$ cat src/rtl/uart_pkg.sv
// Shared definitions for the UART transmit-side arbiter and related blocks.
package uart_pkg;

    // Arbiter FSM encoding, kept as plain constants for compatibility with older tools
    localparam logic [1:0] ARB       = 2'b00;
    localparam logic [1:0] WAIT_DONE = 2'b01;
    localparam logic [1:0] GAP       = 2'b10;

    // 115200 baud from a 1.2 GHz-class reference is not assumed; this is the board default
    localparam int DEFAULT_CLKS_PER_BIT = 10416;

    // Start bit + 8 data bits + stop bit
    localparam int FRAME_BITS = 10;

endpackage

$ cat src/rtl/uart_rr_pick.sv
// Round-robin picker: rotate the request vector so the pointer sits at bit 0,
// take the lowest set bit, then rotate the index back. Purely combinational.
module uart_rr_pick #(
    parameter int NUM_REQ = 4
) (
    input  logic [NUM_REQ-1:0]         valid,
    input  logic [$clog2(NUM_REQ)-1:0] ptr,
    output logic                       any_valid,
    output logic [$clog2(NUM_REQ)-1:0] winner
);

    localparam int IDX_W = $clog2(NUM_REQ);

    logic [2*NUM_REQ-1:0] valid_dbl;
    logic [NUM_REQ-1:0]   rotated;
    logic [IDX_W-1:0]     offset;
    logic [IDX_W:0]       sum;

    assign valid_dbl = {valid, valid};
    assign any_valid = |valid;

    // Lowest set bit of the rotated vector, mapped back to an absolute index
    always_comb begin
        rotated = valid_dbl[ptr +: NUM_REQ];
        offset  = '0;
        for (int k = NUM_REQ - 1; k >= 0; k--) begin
            if (rotated[k]) begin
                offset = IDX_W'(k);
            end
        end
        sum = {1'b0, ptr} + {1'b0, offset};
        if (sum >= (IDX_W + 1)'(NUM_REQ)) begin
            sum = sum - (IDX_W + 1)'(NUM_REQ);
        end
        winner = sum[IDX_W-1:0];
    end

endmodule

$ cat src/rtl/uart_tx_arbiter.sv
// Shares one uart_tx among NUM_REQ byte sources with round-robin fairness,
// a post-frame idle gap and a watchdog on the transmitter's done signal.
module uart_tx_arbiter
    import uart_pkg::*;
#(
    parameter int NUM_REQ      = 4,
    parameter int CLKS_PER_BIT = DEFAULT_CLKS_PER_BIT,
    parameter int GAP_CLKS     = 0,
    parameter int TIMEOUT_CLKS = (FRAME_BITS + 1) * CLKS_PER_BIT + 16
) (
    input  logic                       i_Clock,
    input  logic                       i_Rst_L,
    input  logic [NUM_REQ-1:0]         i_Req_Valid,
    input  logic [8*NUM_REQ-1:0]       i_Req_Byte,
    output logic [NUM_REQ-1:0]         o_Req_Ready,
    output logic [NUM_REQ-1:0]         o_Req_Done,
    output logic                       o_TX_DV,
    output logic [7:0]                 o_TX_Byte,
    input  logic                       i_TX_Active,
    input  logic                       i_TX_Done,
    output logic                       o_Busy,
    output logic [$clog2(NUM_REQ)-1:0] o_Grant_Id,
    output logic                       o_Timeout
);

    localparam int IDX_W = $clog2(NUM_REQ);
    localparam int WD_W  = $clog2(TIMEOUT_CLKS + 1);
    localparam int GAP_W = (GAP_CLKS > 0) ? $clog2(GAP_CLKS + 1) : 1;

    localparam logic [WD_W-1:0]  WD_LAST   = WD_W'(TIMEOUT_CLKS - 1);
    localparam logic [WD_W-1:0]  WD_MAX    = WD_W'(TIMEOUT_CLKS);
    localparam logic [GAP_W-1:0] GAP_LAST  = GAP_W'((GAP_CLKS > 0) ? GAP_CLKS - 1 : 0);
    localparam logic [1:0]       DONE_NEXT = (GAP_CLKS > 0) ? GAP : ARB;

    logic [1:0]         state_reg;
    logic [IDX_W-1:0]   ptr_reg;
    logic [WD_W-1:0]    wd_cnt_reg;
    logic [GAP_W-1:0]   gap_cnt_reg;

    logic               any_valid;
    logic [IDX_W-1:0]   win_idx;
    logic [IDX_W-1:0]   ptr_next;
    logic [NUM_REQ-1:0] win_onehot;
    logic [NUM_REQ-1:0] own_onehot;
    logic [7:0]         win_byte;
    logic               timeout_hit;

    // TX_Active is only of interest to simulation checks; the frame length
    // is fixed by the transmitter, so CLKS_PER_BIT only feeds the watchdog default.
    logic unused_sig;
    assign unused_sig = i_TX_Active | (CLKS_PER_BIT < 1);

    uart_rr_pick #(
        .NUM_REQ (NUM_REQ)
    ) u_pick (
        .valid     (i_Req_Valid),
        .ptr       (ptr_reg),
        .any_valid (any_valid),
        .winner    (win_idx)
    );

    // One-hot decode of the winner (for Ready) and of the owner (for Done)
    for (genvar gi = 0; gi < NUM_REQ; gi++) begin : g_onehot
        assign win_onehot[gi] = (win_idx == IDX_W'(gi));
        assign own_onehot[gi] = (o_Grant_Id == IDX_W'(gi));
    end

    assign win_byte    = i_Req_Byte[{win_idx, 3'b000} +: 8];
    assign ptr_next    = (win_idx == IDX_W'(NUM_REQ - 1)) ? '0 : win_idx + IDX_W'(1);
    assign timeout_hit = (wd_cnt_reg == WD_LAST);

    // Arbiter FSM with registered outputs; pulses default low every cycle.
    // o_Grant_Id doubles as the latched owner of the frame in flight.
    always_ff @(posedge i_Clock or negedge i_Rst_L) begin
        if (!i_Rst_L) begin
            state_reg   <= ARB;
            ptr_reg     <= '0;
            wd_cnt_reg  <= '0;
            gap_cnt_reg <= '0;
            o_Req_Ready <= '0;
            o_Req_Done  <= '0;
            o_TX_DV     <= 1'b0;
            o_TX_Byte   <= '0;
            o_Busy      <= 1'b0;
            o_Grant_Id  <= '0;
            o_Timeout   <= 1'b0;
        end else begin
            o_Req_Ready <= '0;
            o_Req_Done  <= '0;
            o_TX_DV     <= 1'b0;
            o_Timeout   <= 1'b0;
            case (state_reg)
                ARB: begin
                    if (any_valid) begin
                        o_Req_Ready <= win_onehot;
                        o_TX_DV     <= 1'b1;
                        o_TX_Byte   <= win_byte;
                        o_Busy      <= 1'b1;
                        o_Grant_Id  <= win_idx;
                        ptr_reg     <= ptr_next;
                        wd_cnt_reg  <= '0;
                        state_reg   <= WAIT_DONE;
                    end
                end
                WAIT_DONE: begin
                    if (wd_cnt_reg != WD_MAX) begin
                        wd_cnt_reg <= wd_cnt_reg + WD_W'(1);
                    end
                    // Done has priority over a watchdog expiry in the same cycle
                    if (i_TX_Done) begin
                        o_Req_Done  <= own_onehot;
                        o_Busy      <= 1'b0;
                        gap_cnt_reg <= '0;
                        state_reg   <= DONE_NEXT;
                    end else if (timeout_hit) begin
                        o_Timeout   <= 1'b1;
                        o_Busy      <= 1'b0;
                        gap_cnt_reg <= '0;
                        state_reg   <= DONE_NEXT;
                    end
                end
                GAP: begin
                    if (gap_cnt_reg == GAP_LAST) begin
                        state_reg <= ARB;
                    end else begin
                        gap_cnt_reg <= gap_cnt_reg + GAP_W'(1);
                    end
                end
                default: state_reg <= ARB;
            endcase
        end
    end

endmodule

$ cat config.mk
export PLATFORM = sky130hd
export DESIGN_NAME = uart_tx_arbiter
export DESIGN_NICKNAME = d
export VERILOG_FILES = /design/src/rtl/uart_pkg.sv /design/src/rtl/uart_rr_pick.sv /design/src/rtl/uart_tx_arbiter.sv
export SDC_FILE = /design/constraint.sdc
export NUM_CORES = 1
export LEC_CHECK = 0
export CORE_UTILIZATION = 25
export CTS_CLUSTER_SIZE = 20
export DETAILED_ROUTE_END_ITERATION = 8
export GPL_ROUTABILITY_DRIVEN = 0
export SETUP_SLACK_MARGIN = 0.05
export SLEW_MARGIN = 15
export SYNTH_ARGS = -nofsm -noshare
export SYNTH_HDL_FRONTEND = slang
export SYNTH_HIERARCHICAL = 1
export SYNTH_SLANG_ARGS = --single-unit
$ cat constraint.sdc
create_clock -name i_Clock -period 3.1 [get_ports i_Clock]
set_clock_uncertainty 0.15 [all_clocks]
set_input_delay 0.31 -clock i_Clock [delete_from_list [all_inputs] [get_ports i_Clock]]
set_output_delay 0.31 -clock i_Clock [all_outputs]
set_load 0.01 [all_outputs]
==> metrics.txt <==
Num CTS Buffers 5; register area share after synthesis between 40% and 50%; Cell Pwr Density approximately 800 nW/um^2; Post-route DRC 1; hold-fix buffers at CTS 0; area of placed instances approximately 3000 sq um; CP Data Arrival Time 2.61 ns; CTS sink count 40; final core occ between 30% and 40%; top layer in use met4; layout cells sized above 1 under 10%; final setup fails 0; Final min period 2.59 ns; initial core utilization a little over a quarter; Mapped Nets between 200 and 300; Max Freq between 0.3 and 0.4 GHz; Die X a little under 100 um; ANT cells 0; Post-DP HPWL between 3000 and 4000 um; Antenna Nets Post-Route 0; clock root buffer clkbuf_8; status complete, but fails checks; final hold viol count 13; CTS tree yes; DRT Wirelength approximately 5200 um; syn avg cell area 9.74 sq um; Nets 342; H-tree depth 2; total track usage 11.8%; I/O pins 61; max FFs per register 17; clock slew at reported path FFs roughly 0.090 ns; clk_lat worst skew about 0.3 ns; vias ~2000; non-filler cells, final slightly above 400; routed vias/inst 4.84; final setup TNS 0 ns; I/O Buffers 59; total grt overflow 0; VDD IR-drop max roughly 0.47 mV; Tightest Pin Transition ~0.9 ns; DIE HEIGHT around 98 um; Worst setup SP type input pin; Cells after DPL 396; first-pass GRT wire length about 9200 um; core area slightly below 9000 sq um; Die ar. around 9600 sq um; 1st-iter DRT viols 95; Rel. slew slack between 30% and 40%; post-CTS setup buffer count 0; period utilization around 83%; area of the multi-input gates 1170 sq um; hold_ws -0.0214 ns; crit end category register; vias in the first global route around 2000; Pre-Repair DR Iteration Count 6; initial antenna violation count 0; Area growth, synth to finish 34.8%; Max-cap violations 0; post-route cell area between 3000 and 4000 sq um; Post-Syn Area roughly 2300 sq um; WL per Instance 13.0 um; Max Buffers Root-to-Sink 2; Post-synth EDFFs 0; Worst Reg-to-Reg Cells 11; register area 1000 sq um; Async SR Flop Fraction 100%; Cell variety after synth 47; Final Max Slew Viols 0; Synth Flop Type dfrtp_1; violated checks DRC, hold timing; leak pwr about 1.3 nW; largest net degree at the start of global routing 41; Row Count 34; CP max FO 7; Setup CP Type in -> reg; Synth warnings 6; met2 WL between 2000 and 3000 um; FILL cells approximately 900; post-cts repair resize count 0; Critical Path RT 3.13 ns; met3 wire len 332 um; FF+latch count, synth 40; WL met1 2300 um; RSZ-0062 raised after global routing no; cells after synthesis 236; hold crit path type in -> async
## per-layer routing
| metal | global-route usage, % | up-vias |
|---|---|---|
| met4 | 3.15 | 0 |
| li1 | - | 972 |
| met2 | 20.7 | 57 |
| met5 | 0 | - |
| met3 | 3.36 | 7 |
| met1 | 14.1 | 920 |
## cell type report
type                       count  area share [%]
multi-input combinational    167            37.7
sequential                    40            32.3
timing repair buffer          64            20.1
tap                          108            4.36
clock buffer                   6            2.34
inverter                      17            2.06
clock inverter                 2            1.13
## logic make-up (layout without fill, tap and decap cells)
kind of cell | count (synthesis) | count (layout) | synth area share, %
and+or+nand+nor | 106 | 106 | 22.7
DFF | 40 | 40 | 43.5
AOI/OAI and AO/OA | 35 | 35 | 11.9
buffers and inverters | 29 | 89 | 5.61
muxes | 15 | 15 | 10.9
adders and majority gates | 7 | 7 | 3.81
xor gates and xnor gates | 4 | 4 | 1.52
## critical path: stages
cell and delay, ns:
clkdlybuf4s50_1 0.53, nor2_1 0.18, nor3_1 0.07, a21oi_1 0.16, o211ai_1 0.10, ha_1 0.20, xor2_1 0.15, xnor2_1 0.28
buf_4 0.22, mux4_2 0.29, nand2_1 0.08, nand2_1 0.06
## per-stage QoR
| step | worst slack (ns) | power [mW] |
|---|---|---|
| finish | 0.514 | 2.49 |
| global placement | 0.244 | 2.08 |
| CTS | 0.509 | 2.53 |
| detailed placement | 0.214 | 2.10 |
| global route | 0.312 | 2.70 |
| floorplan | 0.457 | 1.60 |
## where the power goes
part           internal, mW  switching (mW)  leakage (nW)  total (mW)
logic                 0.654           0.633         0.697        1.29
clock network         0.239           0.180        0.0552       0.419
registers             0.670           0.116         0.527       0.785
total                  1.56           0.929          1.28        2.49
## worst paths after layout
path                                      from             end  slack [ns]
worst min register to register    o_TX_Byte[3]    o_TX_Byte[3]        0.32
max in group asynchronous              i_Rst_L      ptr_reg[0]        2.24
worst max register to register      ptr_reg[0]    o_TX_Byte[0]        0.60
worst min-delay path                   i_Rst_L  wd_cnt_reg[10]       -0.02
worst max-delay path            i_Req_Valid[2]    o_TX_Byte[0]        0.51
min in group i_Clock              o_TX_Byte[3]    o_TX_Byte[3]        0.32
## synth_stat cells (2+ instances only)
cell / number / area share (%)
nor2_1: 11 / 1.8
buf_6: 2 / 0.98
o211ai_1: 7 / 2.3
and2_1: 5 / 1.4
o21ai_0: 5 / 1.1
dfrtp_1: 40 / 44
nor3_1: 7 / 1.5
o221ai_1: 2 / 0.76
mux2i_1: 6 / 2.6
o2111ai_1: 3 / 1.1
mux4_2: 8 / 7.8
a31oi_1: 2 / 0.54
clkbuf_1: 7 / 1.1
and4_1: 2 / 0.76
and3_1: 4 / 1.1
a21oi_1: 3 / 0.65
o31ai_1: 2 / 0.65
nand2b_1: 3 / 0.82
o22ai_1: 2 / 0.54
xnor2_1: 2 / 0.76
nand4_1: 10 / 2.7
or3_1: 2 / 0.54
nand3_1: 7 / 1.5
xor2_1: 2 / 0.76
nor3b_1: 3 / 0.98
inv_1: 17 / 2.8
nand2_1: 46 / 7.5
ha_1: 7 / 3.8
## cells in the final DEF, fill, tap and decap left out, drive strengths merged, types with 7 or more instances in the layout
| cell type | n |
|---|---|
| clkdlybuf4s50 | 58 |
| nand2 | 46 |
| dfrtp | 40 |
| inv | 17 |
| nor2 | 11 |
| nand4 | 10 |
| mux4 | 8 |
| o211ai | 8 |
| nand3 | 7 |
| nor3 | 7 |
| ha | 7 |
No activity file was read; power rests on OpenSTA's default activity.
